===== src/rtl/wb_keyboard.sv =====
// PS/2 keyboard receiver feeding a scancode FIFO, read and flushed through a Wishbone slave port.
// Optional feature macro: WB_KEYBOARD_PARITY_CHECK_EN (drop frames with bad odd parity and flag them).
`timescale 1ns/1ps
module wb_keyboard #(
  parameter int FIFO_DEPTH     = 8,
  parameter int TIMEOUT_CYCLES = 5000
) (
  input  logic        clk,
  input  logic        reset,
  input  logic        STB,
  input  logic        WE,
  input  logic [31:0] DAT_I,
  output logic [31:0] DAT_O,
  output logic        ACK,
  input  logic        ps2_clk,
  input  logic        ps2_data
);

  localparam int AW = (FIFO_DEPTH > 1) ? $clog2(FIFO_DEPTH) : 1;
  localparam int CW = AW + 1;
  localparam int TW = $clog2(TIMEOUT_CYCLES + 1);

  typedef enum logic [1:0] {
    IDLE,
    DATA,
    PARITY,
    STOP
  } RxState;

  RxState r_state;
  RxState w_nextState;

  logic [1:0]    r_ps2ClkSync;
  logic [1:0]    r_ps2DataSync;
  logic          r_ps2ClkPrev;
  logic [2:0]    r_bitCnt;
  logic [7:0]    r_shift;
  logic [TW-1:0] r_toCnt;

  logic          r_ack;
  logic [31:0]   r_datO;
  logic [7:0]    r_mem [FIFO_DEPTH];
  logic [AW-1:0] r_wrPtr;
  logic [AW-1:0] r_rdPtr;
  logic [CW-1:0] r_count;
  logic          r_overflow;
  logic          r_parErr;

  logic w_ps2Fall;
  logic w_ps2Bit;
  logic w_timeout;
  logic w_frameDone;
  logic w_parityOk;
  logic w_parErrSet;
  logic w_push;
  logic w_doPush;
  logic w_txn;
  logic w_pop;
  logic w_flush;
  logic w_empty;
  logic w_full;
  logic w_unused;

  // Only DAT_I[0] carries meaning; the rest is folded away.
  assign w_unused = ^DAT_I[31:1];

  always_ff @(posedge clk or posedge reset) begin
    if (reset) begin
      r_ps2ClkSync  <= 2'b11;
      r_ps2DataSync <= 2'b11;
      r_ps2ClkPrev  <= 1'b1;
    end else begin
      r_ps2ClkSync  <= {r_ps2ClkSync[0], ps2_clk};
      r_ps2DataSync <= {r_ps2DataSync[0], ps2_data};
      r_ps2ClkPrev  <= r_ps2ClkSync[1];
    end
  end

  assign w_ps2Fall = r_ps2ClkPrev & ~r_ps2ClkSync[1];
  assign w_ps2Bit  = r_ps2DataSync[1];
  assign w_timeout = (r_state != IDLE) && !w_ps2Fall &&
                     (r_toCnt == TW'(TIMEOUT_CYCLES - 1));

  always_ff @(posedge clk or posedge reset) begin
    if (reset) begin
      r_state <= IDLE;
    end else begin
      r_state <= w_nextState;
    end
  end

  always_comb begin
    w_nextState = r_state;
    w_frameDone = 1'b0;
    if (w_timeout) begin
      w_nextState = IDLE;
    end else if (w_ps2Fall) begin
      case (r_state)
        IDLE:    if (!w_ps2Bit) w_nextState = DATA;
        DATA:    if (r_bitCnt == 3'd7) w_nextState = PARITY;
        PARITY:  w_nextState = STOP;
        STOP: begin
          w_frameDone = w_ps2Bit;
          w_nextState = IDLE;
        end
        default: w_nextState = IDLE;
      endcase
    end
  end

`ifdef WB_KEYBOARD_PARITY_CHECK_EN
  logic r_parity;

  // Odd parity: data plus parity bit must contain an odd number of ones.
  assign w_parityOk  = ^{r_shift, r_parity};
  assign w_parErrSet = w_frameDone & ~w_parityOk;

  always_ff @(posedge clk or posedge reset) begin
    if (reset) begin
      r_parity <= 1'b0;
    end else if (w_ps2Fall && r_state == PARITY) begin
      r_parity <= w_ps2Bit;
    end
  end
`else
  assign w_parityOk  = 1'b1;
  assign w_parErrSet = 1'b0;
`endif

  always_ff @(posedge clk or posedge reset) begin
    if (reset) begin
      r_bitCnt <= '0;
      r_shift  <= '0;
      r_toCnt  <= '0;
    end else begin
      if (r_state == IDLE || w_ps2Fall) begin
        r_toCnt <= '0;
      end else begin
        r_toCnt <= r_toCnt + TW'(1);
      end
      if (w_ps2Fall) begin
        case (r_state)
          IDLE: r_bitCnt <= '0;
          DATA: begin
            r_shift  <= {w_ps2Bit, r_shift[7:1]};
            r_bitCnt <= r_bitCnt + 3'd1;
          end
          default: ;
        endcase
      end
    end
  end

  assign w_empty  = (r_count == '0);
  assign w_full   = (r_count == CW'(FIFO_DEPTH));
  assign w_txn    = STB & ~r_ack;
  assign w_pop    = w_txn & ~WE & ~w_empty;
  assign w_flush  = w_txn & WE & DAT_I[0];
  assign w_push   = w_frameDone & w_parityOk;
  assign w_doPush = w_push & (~w_full | w_pop);

  always_ff @(posedge clk) begin
    if (w_doPush && !w_flush) begin
      r_mem[r_wrPtr] <= r_shift;
    end
  end

  // Status is captured before this edge's push/pop/flush takes effect.
  always_ff @(posedge clk or posedge reset) begin
    if (reset) begin
      r_ack      <= 1'b0;
      r_datO     <= '0;
      r_wrPtr    <= '0;
      r_rdPtr    <= '0;
      r_count    <= '0;
      r_overflow <= 1'b0;
      r_parErr   <= 1'b0;
    end else begin
      r_ack <= w_txn;
      if (w_txn) begin
        r_datO <= {21'b0, r_parErr, r_overflow, ~w_empty,
                   w_empty ? 8'h00 : r_mem[r_rdPtr]};
      end
      if (w_flush) begin
        r_wrPtr    <= '0;
        r_rdPtr    <= '0;
        r_count    <= '0;
        r_overflow <= 1'b0;
        r_parErr   <= 1'b0;
      end else begin
        if (w_doPush) r_wrPtr <= r_wrPtr + AW'(1);
        if (w_pop)    r_rdPtr <= r_rdPtr + AW'(1);
        r_count <= r_count + CW'(w_doPush) - CW'(w_pop);
        if (w_push && !w_doPush) r_overflow <= 1'b1;
        if (w_parErrSet)         r_parErr   <= 1'b1;
      end
    end
  end

  assign ACK   = r_ack;
  assign DAT_O = r_datO;

endmodule

===== config.mk =====
export PLATFORM = sky130hd
export DESIGN_NAME = wb_keyboard
export DESIGN_NICKNAME = d
export VERILOG_FILES = /design/src/rtl/wb_keyboard.sv
export SDC_FILE = /design/constraint.sdc
export NUM_CORES = 1
export LEC_CHECK = 0
export ABC_AREA = 1
export CAP_MARGIN = 10
export CORE_ASPECT_RATIO = 0.7
export CORE_MARGIN = 10
export CORE_UTILIZATION = 48
export DETAILED_ROUTE_END_ITERATION = 16
export GPL_TIMING_DRIVEN = 0
export PLACE_DENSITY = 0.69
export SYNTH_ARGS = -nofsm -noshare
export SYNTH_HDL_FRONTEND = slang
export SYNTH_SLANG_ARGS = --single-unit
export TNS_END_PERCENT = 50

===== constraint.sdc =====
create_clock -name clk -period 3.3 [get_ports clk]
set_clock_uncertainty 0.15 [all_clocks]
set_input_delay 0.99 -clock clk [delete_from_list [all_inputs] [get_ports clk]]
set_output_delay 0.99 -clock clk [all_outputs]
set_load 0.05 [all_outputs]

==> results of run 1 <==
## layer usage
| metal | track usage [%] | share of wire (%) | wire length (um) |
|---|---|---|---|
| met2 | 22.09 | 47 | 5125 |
| met1 | 18.35 | 44 | 4810 |
| met5 | 0 | 0 | 0 |
| met3 | 4.591 | 6.9 | 751 |
| met4 | 6.339 | 1.8 | 191 |
## worst max path at each step
stage | startpoint | slack [ns] | to
finish | STB | 0.36 | r_mem[5][0]
global route | STB | 0.21 | r_mem[6][5]
detailed placement | STB | -0.12 | r_mem[6][0]
global placement | reset | -0.09 | DAT_O[2]
floorplan | STB | 0.69 | r_count[2]
CTS | STB | 0.31 | r_mem[6][5]
## per-stage QoR
step | worst slack [ns] | hold slack (ns) | cell area, um^2
floorplan | 0.6914 | 0.1952 | 5441
global placement | -0.08997 | 0.1973 | 5803
detailed placement | -0.1170 | 0.1982 | 5823
CTS | 0.3135 | 0.2056 | 6332
global route | 0.2086 | 0.2069 | 6332
finish | 0.3621 | 0.2054 | 6332
## worst max-delay path, delay by kind of cell
family        cells  cell delay (ns)
buf+inv           2             0.51
simple gates      5             1.32
## cell usage in the layout (no fill, tap or decap), types with 4 or more instances in the layout
| cell | instances |
|---|---|
| nor2_1 | 87 |
| dfstp_2 | 5 |
| edfxtp_1 | 64 |
| nand3_1 | 41 |
| inv_2 | 5 |
| nand2_1 | 77 |
| clkdlybuf4s50_1 | 17 |
| dfrtp_1 | 48 |
| mux2_2 | 8 |
| conb_1 | 22 |
| nand4_1 | 5 |
| o21ai_1 | 8 |
| clkbuf_1 | 8 |
| o21ai_0 | 26 |
| o211ai_1 | 8 |
| clkbuf_16 | 17 |
| buf_6 | 5 |
| a21oi_1 | 8 |
| buf_2 | 6 |
| nor2_2 | 4 |
| buf_4 | 24 |
| inv_1 | 42 |
| nand2_2 | 8 |
| ha_1 | 15 |
## layout make-up
cell class | instances | area share, %
flip-flops and latches | 117 | 51.39
multi-input cells | 334 | 27.43
clock buffers | 26 | 7.568
plain buffers | 36 | 4.268
well taps | 153 | 3.023
repair buffers | 18 | 3.003
inverters | 48 | 2.845
clock inverters | 6 | 0.4742
## cells by family (layout without fill, tap and decap cells)
family	count (synthesis)	after routing	synth area share [%]
other cells	1	22	0.06993
compound gates	52	52	5.320
simple gates	234	234	19.65
mux	8	8	1.680
flops	117	117	60.69
fa+ha+maj	16	16	3.873
xor+xnor	2	2	0.3267
buf+inv	84	134	8.399
## synthesized netlist by cell type
library cell / instances
o21ai_1: 8
dfrtp_1: 48
fa_1: 1
nor2_2: 4
buf_2: 6
nor3_1: 2
nand3_2: 2
buf_4: 24
or2_2: 1
nand2_2: 8
a21o_1: 1
mux2_2: 8
nand2_1: 77
o21bai_1: 1
clkbuf_1: 1
dfstp_2: 5
nor3b_1: 1
nand4_1: 5
nand3b_4: 1
o21ai_0: 26
clkinv_1: 1
nand3_1: 41
o211ai_1: 8
nor2_1: 87
nor2_4: 3
conb_1: 1
a21oi_1: 8
ha_1: 15
nor3_4: 1
inv_1: 43
edfxtp_1: 64
nand4_2: 1
xor2_1: 2
buf_6: 5
inv_2: 4
## registers in the layout (all words and copies together) (netlist names)
signal and cells:
r_overflow 1, r_bitCnt 3, ACK 1, r_mem 64
r_ps2ClkSync 2, r_ps2ClkPrev 1, r_ps2DataSync 2, r_wrPtr 3
r_shift 8, DAT_O 10, r_count 4, r_state 2
r_toCnt 13, r_rdPtr 3
## power by group
part	leakage (uW)	internal, uW	switching [uW]	total [uW]
logic	0.00120	533	977	1510
registers	0.00127	1810	211	2020
clock network	0.000247	987	594	1580
==> metrics.cfg, run 1 <==
[status]
outcome = finished clean

[critical_path]
crit_path_end_kind = flip-flop
r2r_setup_slack_ns = 0.89
path_max_fanout = 8
r2r-end = r_mem[5][0]
rr_worst_depth = 7
start_kind = primary input
crit_required_ns = 3.18
cpPeakStageDelay_ns = 0.75
cp.arrival_ns = 2.81
r2r-start = r_count[2]
worstPathCellList = clkdlybuf4s50_1, inv_1, nor2_4, nand3b_4, nand2_2, nand3_2, nor2_1
critPathKind = in -> reg
cpMaxStageDelayCell = nor2_1

[global_routing]
grt_pass1_wl_um = 17780
grt_max_degree = 29
antenna_found_initial = 0
first_global_vias = 3491
overflow = 0
grt_use_total_pct = 14.34

[pwr]
p_total_uw = 5109
cellPowerDensity_nw_per_um2 = 806.8
max-vdd-ir-drop_mv = 0.5239
p_leak_uw = 0.002721

[cells_and_area]
regArea_um2 = 3254
multiInputGateArea_um2 = 1737
num-fill-cells = 939
drive_gt1_share_pct = 16.75
nNetsFinal = 626
stdcell_count = 738
n_antenna_cell = 0
syn_to_final_growth_pct = 18.08
utilization_pct = 57.72

[logic_synthesis]
synthTopCellsByArea = edfxtp_1 (36%), dfrtp_1 (22%), nor2_1 (6.1%)
yosys.cell_types.count = 35
yosysWarnings = 0
synth_area_um2 = 5363
syn_avg_cell_area_um2 = 10.43
synth_top_area_share_pct = 35.84
yosys.area.top_type = edfxtp_1
syn-instance-count = 514
ys_ff_latch = 117
ys_seq_area_share_pct = 60.69

[die]
die_x_um = 146.3
core_um2 = 10970
die_h_um = 108.4
dieArea_um2 = 15870
rows = 32
floorplan.initialDensity_pct = 48.88
ios = 71

[hold_path]
min_to = r_ps2ClkSync[1]
hold_start = r_ps2ClkSync[0]
holdCritPathClass = reg -> reg
hold_path_depth = 0

[sta]
fin_setup_tns_ns = 0
setup_viol = 0
relSlewSlack_pct = 35.80
rsz0062_at_grt = no
finalHoldViolCount = 0
drv_slew = 0
worstMarginPinSlew_ns = 0.9594
period_needed_ns = 2.938
fin_crit_sh_pct = 89.03
max_freq_mhz = 340.4

[cts]
cts_hold_buf = 0
clockBufferDepth = 2
cts_resized = 0
cts.clk_slew.worst_paths_ns = 0.05
cts_buffers = 17
h-tree-depth = 4
post-cts-setup-buffers = 0
clk_latency_ns = 0.41
cts_tree = done
cts_sinks = 117
root_buffer = clkbuf_16

[route]
ant_nets = 0
viasPerCell = 4.939
via_count = 3645
drtIter0Drc = 227
drc = 0
first_pass_iters = 5
drt_wl_total_um = 10880
wire_per_inst_um = 14.74

[flow_run]
max_cap_viol_count = 0

[placed_design]
gp_congestion = 0.8167
placed_cells = 706
place_hpwl_um = 7509
portBuffers = 17

(Power assumes the default switching activity.)
==> run 2: changes to the inputs <==
- clock period: 3.3 -> 3.4 ns (I/O delays scaled with it)
==> results of run 2 <==
The final DEF is identical to that of run 1. Status: finished clean.
Main changes from that run: setup slack after placement -0.1170 ns -> -0.04696 ns; setup slack after layout 0.3621 ns -> 0.4321 ns; register-to-register setup slack 0.89 ns -> 0.99 ns; total power 5109 uW -> 4959 uW; worst IR drop on VDD 0.5239 mV -> 0.5085 mV
